**src/rtl/cpu_pkg.sv**
```systemverilog
// Shared CPU decode definitions: opcode values, opcode classes and sequencer state encoding.
// Used by the control unit and by later decode/hazard logic.
package cpu_pkg;

  localparam logic [4:0] OP_ADD  = 5'b00011;
  localparam logic [4:0] OP_SUB  = 5'b00100;
  localparam logic [4:0] OP_AND  = 5'b00101;
  localparam logic [4:0] OP_OR   = 5'b00110;
  localparam logic [4:0] OP_SHR  = 5'b00111;
  localparam logic [4:0] OP_SHRA = 5'b01000;
  localparam logic [4:0] OP_SHL  = 5'b01001;
  localparam logic [4:0] OP_ROR  = 5'b01010;
  localparam logic [4:0] OP_ROL  = 5'b01011;
  localparam logic [4:0] OP_MUL  = 5'b01111;
  localparam logic [4:0] OP_DIV  = 5'b10000;
  localparam logic [4:0] OP_NEG  = 5'b10001;
  localparam logic [4:0] OP_NOT  = 5'b10010;
  localparam logic [4:0] OP_NOP  = 5'b11010;
  localparam logic [4:0] OP_HALT = 5'b11011;

  typedef enum logic [2:0] {
    CLS_RTYPE,
    CLS_UNARY,
    CLS_MULDIV,
    CLS_NOP,
    CLS_HALT,
    CLS_ILLEGAL
  } op_class_t;

  typedef enum logic [3:0] {
    ST_RST,
    ST_T0,
    ST_T1,
    ST_T2,
    ST_T3,
    ST_T4,
    ST_T5,
    ST_T6,
    ST_HALT
  } state_t;

endpackage

```
**src/rtl/cu_op_class.sv**
```systemverilog
// Combinational opcode classifier: 5-bit opcode to instruction class.
module cu_op_class
  import cpu_pkg::*;
(
  input  logic [4:0] op,
  output logic [2:0] cls
);

  always_comb begin
    cls = CLS_ILLEGAL;
    case (op)
      OP_ADD, OP_SUB, OP_AND, OP_OR, OP_SHR,
      OP_SHRA, OP_SHL, OP_ROR, OP_ROL: cls = CLS_RTYPE;
      OP_NEG, OP_NOT:                  cls = CLS_UNARY;
      OP_MUL, OP_DIV:                  cls = CLS_MULDIV;
      OP_NOP:                          cls = CLS_NOP;
      OP_HALT:                         cls = CLS_HALT;
      default:                         cls = CLS_ILLEGAL;
    endcase
  end

endmodule

```
**src/rtl/control_unit.sv**
```systemverilog
// Hardwired Moore sequencer: fetch T0-T2, execute T3-T6, halt on HALT opcode or Stop.
// Outputs decode from state plus IR opcode, so clear drops them without a clock edge.
module control_unit
  import cpu_pkg::*;
#(
  parameter int IR_W = 32,
  parameter int OP_W = 5
) (
  input  logic            Clock,
  input  logic            clear,
  input  logic [IR_W-1:0] IR,
  input  logic            Stop,
  output logic            PCout,
  output logic            Zhighout,
  output logic            Zlowout,
  output logic            MDRout,
  output logic            HIout,
  output logic            LOout,
  output logic            PCin,
  output logic            MARin,
  output logic            MDRin,
  output logic            IRin,
  output logic            Yin,
  output logic            Zin,
  output logic            HIin,
  output logic            LOin,
  output logic            IncPC,
  output logic            Read,
  output logic            Gra,
  output logic            Grb,
  output logic            Grc,
  output logic            Rin,
  output logic            Rout,
  output logic [OP_W-1:0] opcode,
  output logic            Run,
  output logic            illegal
);

  state_t          state;
  state_t          ret_state;
  logic [OP_W-1:0] ir_op;
  logic [2:0]      cls;
  logic            unused_ir;

  assign ir_op     = IR[IR_W-1 -: OP_W];
  assign unused_ir = ^IR[IR_W-OP_W-1:0];

  cu_op_class u_op_class (
    .op  (ir_op),
    .cls (cls)
  );

  // Every execute path returns here; Stop only matters on this edge.
  assign ret_state = Stop ? ST_HALT : ST_T0;

  always_ff @(posedge Clock or posedge clear) begin
    if (clear) begin
      state <= ST_RST;
    end else begin
      case (state)
        ST_RST:  state <= ST_T0;
        ST_T0:   state <= ST_T1;
        ST_T1:   state <= ST_T2;
        ST_T2:   state <= ST_T3;
        ST_T3: begin
          if (cls == CLS_RTYPE || cls == CLS_UNARY || cls == CLS_MULDIV)
            state <= ST_T4;
          else if (cls == CLS_HALT)
            state <= ST_HALT;
          else
            state <= ret_state;
        end
        ST_T4:   state <= (cls == CLS_RTYPE || cls == CLS_MULDIV) ? ST_T5 : ret_state;
        ST_T5:   state <= (cls == CLS_MULDIV) ? ST_T6 : ret_state;
        ST_T6:   state <= ret_state;
        ST_HALT: state <= ST_HALT;
        default: state <= ST_RST;
      endcase
    end
  end

  always_comb begin
    PCout = 1'b0; Zhighout = 1'b0; Zlowout = 1'b0; MDRout = 1'b0;
    HIout = 1'b0; LOout = 1'b0;
    PCin = 1'b0; MARin = 1'b0; MDRin = 1'b0; IRin = 1'b0;
    Yin = 1'b0; Zin = 1'b0; HIin = 1'b0; LOin = 1'b0;
    IncPC = 1'b0; Read = 1'b0;
    Gra = 1'b0; Grb = 1'b0; Grc = 1'b0; Rin = 1'b0; Rout = 1'b0;
    opcode = '0; illegal = 1'b0;
    Run = (state != ST_RST) && (state != ST_HALT);
    case (state)
      ST_T0: begin PCout = 1'b1; MARin = 1'b1; IncPC = 1'b1; Zin = 1'b1; end
      ST_T1: begin Zlowout = 1'b1; PCin = 1'b1; Read = 1'b1; MDRin = 1'b1; end
      ST_T2: begin MDRout = 1'b1; IRin = 1'b1; end
      ST_T3: begin
        case (cls)
          CLS_RTYPE:   begin Grb = 1'b1; Rout = 1'b1; Yin = 1'b1; end
          CLS_UNARY:   begin Grb = 1'b1; Rout = 1'b1; Zin = 1'b1; opcode = ir_op; end
          CLS_MULDIV:  begin Gra = 1'b1; Rout = 1'b1; Yin = 1'b1; end
          CLS_ILLEGAL: illegal = 1'b1;
          default: ;
        endcase
      end
      ST_T4: begin
        case (cls)
          CLS_RTYPE:  begin Grc = 1'b1; Rout = 1'b1; Zin = 1'b1; opcode = ir_op; end
          CLS_UNARY:  begin Zlowout = 1'b1; Gra = 1'b1; Rin = 1'b1; end
          CLS_MULDIV: begin Grb = 1'b1; Rout = 1'b1; Zin = 1'b1; opcode = ir_op; end
          default: ;
        endcase
      end
      ST_T5: begin
        if (cls == CLS_RTYPE) begin
          Zlowout = 1'b1; Gra = 1'b1; Rin = 1'b1;
        end else if (cls == CLS_MULDIV) begin
          Zlowout = 1'b1; LOin = 1'b1;
        end
      end
      ST_T6: begin Zhighout = 1'b1; HIin = 1'b1; end
      default: ;
    endcase
  end

endmodule

```
**config.mk**
```make
export PLATFORM = sky130hd
export DESIGN_NAME = control_unit
export DESIGN_NICKNAME = d
export VERILOG_FILES = /design/src/rtl/cpu_pkg.sv /design/src/rtl/cu_op_class.sv /design/src/rtl/control_unit.sv
export SDC_FILE = /design/constraint.sdc
export NUM_CORES = 1
export LEC_CHECK = 0
export CAP_MARGIN = 20
export CELL_PAD_IN_SITES_DETAIL_PLACEMENT = 1
export CELL_PAD_IN_SITES_GLOBAL_PLACEMENT = 1
export CORE_MARGIN = 5
export CORE_UTILIZATION = 22
export DETAILED_ROUTE_END_ITERATION = 12
export PLACE_DENSITY = 0.8
export SLEW_MARGIN = 20
export SYNTH_ARGS = -nofsm -noshare
export SYNTH_HDL_FRONTEND = slang
export SYNTH_SLANG_ARGS = --single-unit
```
**constraint.sdc**
```tcl
create_clock -name Clock -period 5 [get_ports Clock]
set_clock_uncertainty 0.15 [all_clocks]
set_input_delay 1 -clock Clock [delete_from_list [all_inputs] [get_ports Clock]]
set_output_delay 1 -clock Clock [all_outputs]
set_load 0.005 [all_outputs]
```
== After elaboration in Yosys (flattened, before gate mapping) ==
Memory sizes are Yosys's and may differ from the RTL's.
Cells that the tools add are included.
Widths: inputs -> output; s select.

* Add/sub/neg operators: 0
* Multipliers: 0
* Div/mod/pow operators: 0
* Order comparisons: 0
* Equal/unequal tests: 13
* Shift operators: 0
* Muxes and demuxes: 32
* Bitwise operators: 0
* Reductions and logical operators: 10

{| class="wikitable"
|+ Operators with widths
! cell !! count
|-
| $pmux 4 s9 || 1
|-
| $mux 4 || 5
|-
| $mux 1 || 17
|-
| $eq 4x3->1 const B || 4
|-
| $mux 5 || 2
|-
| $pmux 5 s2 || 1
|-
| $pmux 1 s3 || 3
|-
| $eq 4x2->1 const B || 2
|-
| $eq 3x3->1 const B || 2
|-
| $pmux 1 s2 || 3
|-
| $eq 4x1->1 const B || 1
|-
| $eq 4x4->1 const B || 1
|-
| $logic_not 4->1 || 1
|-
| $ne 4x4->1 const B || 1
|-
| $reduce_bool 4->1 || 1
|-
| $reduce_or 2->1 || 2
|-
| $eq 3x1->1 const B || 1
|-
| $eq 3x2->1 const B || 1
|-
| $logic_not 3->1 || 1
|-
| $logic_or 1x1->1 || 3
|-
| $reduce_or 3->1 || 1
|-
| $logic_and 1x1->1 || 1
|}

* Register bits: 4
* Bits in latches: 0
* RAM bits: 0
* Bits in read-only memories: 96
* Input bits: 35
* Output and inout bits: 28
* Logic and storage cells: 57
* Memories kept: 1

{| class="wikitable"
|+ Memory list
! memory !! words !! bits a word !! read ports !! clocked after Yosys merged registers in !! write ports !! RTL line !! source
|-
| (name not given) || 32 || 3 || 1 || 0 || 0 || cu_op_class.sv:11 || <nowiki>case (op)</nowiki>
|}

== Logic depth before layout (Yosys ltp) ==
An unclocked memory read counts as a cell.

* Depth after elaboration: 6
* Depth in mapped cells: 6
* Mapped depth without buffers: 5

== Modules after synthesis ==
Synthesis repeated with hierarchy kept, for this count alone.

* Cells, all modules: 102
* Area total of the unflattened synthesis: 701.9 µm²

{| class="wikitable"
|+ By module, submodules not included
! module !! times used !! cells an instance !! area each (µm²) !! seq. area each (µm²)
|-
| control_unit || 1 || 86 || 596.8 || 100.1
|-
| cu_op_class || 1 || 16 || 105.1 || 0.0
|}

== Least setup slack after synthesis ==
Ideal clock, no wire load.

* Kind: input to output
* Start: input IR[27]
* End: output opcode[0]
* Arrival: 2.210 ns
* Data required time: 3.850 ns
* Setup slack: 1.640 ns
* Cell stages on the path: 6
* Path buffers: 1
* Path through: buf_6 or4b_4 a21oi_4 o21ai_1 a21oi_2 and2_1

* Word-level cells in the longest chain between the ends: 5
* Elaborated cells on any way between the ends: 8
* Classes of those cells: eq/ne: 2; mux: 3; reduce/logical: 2; memory: 1

{| class="wikitable"
|+ RTL lines
! what !! RTL line !! source
|-
| start, declared || control_unit.sv:11 || <nowiki>input logic [IR_W-1:0] IR,</nowiki>
|-
| $mem_v2 32x3 || n/a ||
|-
| $eq 3x2->1 / $logic_not 3->1 (equally long branches) || control_unit.sv:105 || <nowiki>case (cls)</nowiki>
|-
| $reduce_or 2->1 (no source line) || n/a ||
|-
| $mux 5 || control_unit.sv:105 ||
|-
| $pmux 5 s2 (*) || control_unit.sv:91 || <nowiki>case (state)</nowiki>
|-
| end, declared || control_unit.sv:34 || <nowiki>output logic [OP_W-1:0] opcode,</nowiki>
|}

Every way passes the cells marked *; elsewhere a longest branch is shown, timed or not.

== Final worst setup path ==
* Start: input IR[27]
* End: output opcode[2]

* Word-level cells in the longest chain between the ends: 5
* Elaborated cells on any way between the ends: 8
* Classes of those cells: eq/ne: 2; mux: 3; reduce/logical: 2; memory: 1

{| class="wikitable"
|+ RTL lines
! what !! RTL line
|-
| $mem_v2 32x3 (*) || n/a
|-
| $eq 3x2->1 / $logic_not 3->1 (equally long branches) || control_unit.sv:105
|-
| $reduce_or 2->1 (no source line) || n/a
|-
| $mux 5 || control_unit.sv:105
|-
| $pmux 5 s2 (*) || control_unit.sv:91
|}

Marks and branches as above.

==> metrics.md <==
| Metric | Value |
|---|---|
| Cts bufs inserted | 3 |
| Critical Path Start | IR[27] |
| Die area | 4790 sq um |
| Crit path required time | 3.85 ns |
| Final Hold Viols | 0 |
| Vias in the first global route | slightly below 900 |
| Setup TNS Final | 0 ns |
| # rows | 21 |
| CP max-delay cell | or4b_4 |
| Gates resized, CTS repair | 0 |
| Worst R2R Setup Slack | 3.24 ns |
| Max-cap violation count | 0 |
| Synth Register Bits | 4 |
| Fillers | about 450 |
| Slew HR | 64.8% |
| CP max stage delay | 0.61 ns |
| Mapped Area | 771 sq um |
| Clk slew on worst S/H paths | 0.04 ns |
| Total gr overflow | 0 |
| Synth async-reset ratio | 100% |
| Pre-antenna DRT Iters | 4 |
| CTS tree | done |
| Ys Warns | 0 |
| CTS H-tree depth | 1 |
| Placed Area | about 1100 sq um |
| CTS root buf | clkbuf_4 |
| Clock buffer depth | 2 |
| RR Startpoint | state[0] |
| Fmax achieved | 219 MHz |
| Iter 0 DRT Violations | 39 |
| Clock latency on the worst-skew pair | 0.25 ns |
| Setup violations, final | 0 |
| Routed via count | 838 |
| Final nets | 169 |
| P per Cell Area | ~320 nW/um^2 |
| Number of synthesized flops with an enable pin | 0 |
| Vias per cell | 4.71 |
| Initial Util | 22.9% |
| Crit path arrival time | 3.42 ns |
| Synth cell types | 42 |
| FF-to-FF End | state[2] |
| Worst setup path endpoint | opcode[2] |
| Largest net degree at the start of global routing | 19 |
| Core box area | roughly 3400 sq um |
| Area grow syn2layout | 39.8% |
| Largest regs | state: 4 flops |
| Startpoint Class | input pin |
| Initial antenna violation count | 0 |
| Routed wire length | 2.41 mm |
| Post-Syn Area per Cell | 7.01 sq um |
| Die width | around 69 um |
| First-pass GRT wire length | 4.24 mm |
| Share of layout cells above drive strength 1 | slightly above 9% |
| Routability cong. | 0.768 |
| Avg WL per Cell | 13.6 um |
| I/O pin cnt | 63 |
| Worst setup EP type | output pin |
| CTS sink count | 4 |
| Cts hold-fix bufs | 0 |
| Sequential area share after synthesis | between 10% and 20% |
| Post-Syn Instances | between 100 and 150 |
| Port Buffers | 33 |
| Slew @ Worst Pin | 0.523 ns |
| Antenna Violating Nets Remaining | 0 |
| Post-CTS Setup Bufs | 0 |
| CP most frequent cell | clkdlybuf4s50_1 |
| P_leak | 0.393 nW |
| Max VDD drop | 0.0999 mV |
| Most common library cell in the layout ignoring fill and taps | clkdlybuf4s50_1 |
| R2r worst-path depth | 4 |
| CP cell instances | clkdlybuf4s50_1, or4b_4, a21oi_4, o21ai_1, a21oi_2, and2_1, clkdlybuf4s50_1 |
| Post-layout minimum cycle time | between 4 and 5 ns |
| Most flops, register | state |
| Number of flip-flops in the largest register | 4 |
| DRC Markers | 0 |
| RSZ-0062 raised after global routing | false |
| N_diodes | 0 |
| CP Class | input pin to output pin |
| Main synth FF type | dfrtp_1 |
| Result of the run | completed |
| Period utilisation layout | 91.4% |
| GR Util All Layers | 10.6% |
| CP Max Fanout | 10 |
| HPWL Detailed | about 2.0 mm |
| Final Cell Area | around 1100 sq um |
| Hold/Removal Path Class | register to register |
| Die Ht | between 60 and 70 um |
| Max-slew violations | 0 |
| Most frequent cells in the layout | clkdlybuf4s50_1 (33), nand2_1 (9), nor2_1 (9) |
Yosys cell counts, types with 2 or more instances:
library cell  instances  area [sq um]
nand2b_1              8          50.1
a21oi_1               7          35.0
inv_1                 3          11.3
dfrtp_1               4           100
nor3_1                5          25.0
nor2_1                9          33.8
a21oi_2               2          17.5
o21ai_0               3          15.0
a22oi_1               3          22.5
or3_1                 2          12.5
buf_6                 2          22.5
buf_2                 5          25.0
xnor2_1               2          17.5
nor4_1                2          12.5
nor3b_1               2          15.0
nand2_1               9          33.8
buf_4                10          75.1
and2_1                6          37.5
nand3_1               3          15.0
through the flow:
step / total power, W / instances / util (%) / hold WS [ns] / setup slack, ns
after detailed placement: 0.000305 / 175 / 31.4 / 0.471 / 0.400
after floorplan: 0.000220 / 111 / - / 0.424 / 1.64
final: 0.000347 / 178 / 32.0 / 0.484 / 0.430
after global routing: 0.000376 / 178 / 32.0 / 0.525 / 0.262
after global placement: 0.000296 / 175 / 31.4 / 0.478 / 0.498
after CTS: 0.000351 / 178 / 32.0 / 0.479 / 0.395
cell type report:
| cell class | count | area [sq um] | share of cell area [%] |
|---|---|---|---|
| multi-input combinational | 86 | 533 | 49.5 |
| clock buffer | 3 | 22.5 | 2.09 |
| timing repair buffer | 36 | 353 | 32.8 |
| sequential | 4 | 100 | 9.29 |
| inverter | 3 | 11.3 | 1.05 |
| tap | 46 | 57.6 | 5.34 |
worst max-delay path: cells and delay by family:
| family | cells | cell delay (ns) |
|---|---|---|
| AOI/OAI and AO/OA | 3 | 0.55 |
| and+or+nand+nor | 2 | 0.78 |
| buffers and inverters | 2 | 1.08 |
metal layers:
metal	GRT usage [%]	routed length [um]
met4	3.25	32
met3	3.48	167
met1	13.2	1110
met5	0	0
met2	17.2	1100
worst min path at each step:
stage              from  slack (ns)        to  cells after the start
4_1_cts        state[3]        0.48  state[3]                      1
6_report       state[3]        0.48  state[3]                      1
5_1_grt        state[3]        0.53  state[3]                      1
3_5_place_dp   state[3]        0.47  state[3]                      1
2_1_floorplan  state[3]        0.42  state[3]                      2
3_3_place_gp   state[3]        0.48  state[3]                      1
kinds of logic after synthesis:
logic type,share of synthesized area (%)
AOI/OAI and AO/OA,26.9
DFF,13.0
other,0.487
and+or+nand+nor,39.0
xor gates and xnor gates,2.27
buffers and inverters,18.3
where the power goes:
part	total (W)	switching [W]	leakage (nW)	internal [W]
registers	0.0000871	0.0000416	0.0508	0.0000455
logic	0.000215	0.0000871	0.329	0.000128
clock network	0.0000442	0.0000171	0.0138	0.0000271
total	0.000347	0.000146	0.393	0.000201
Power figures use the tool's default switching activity.
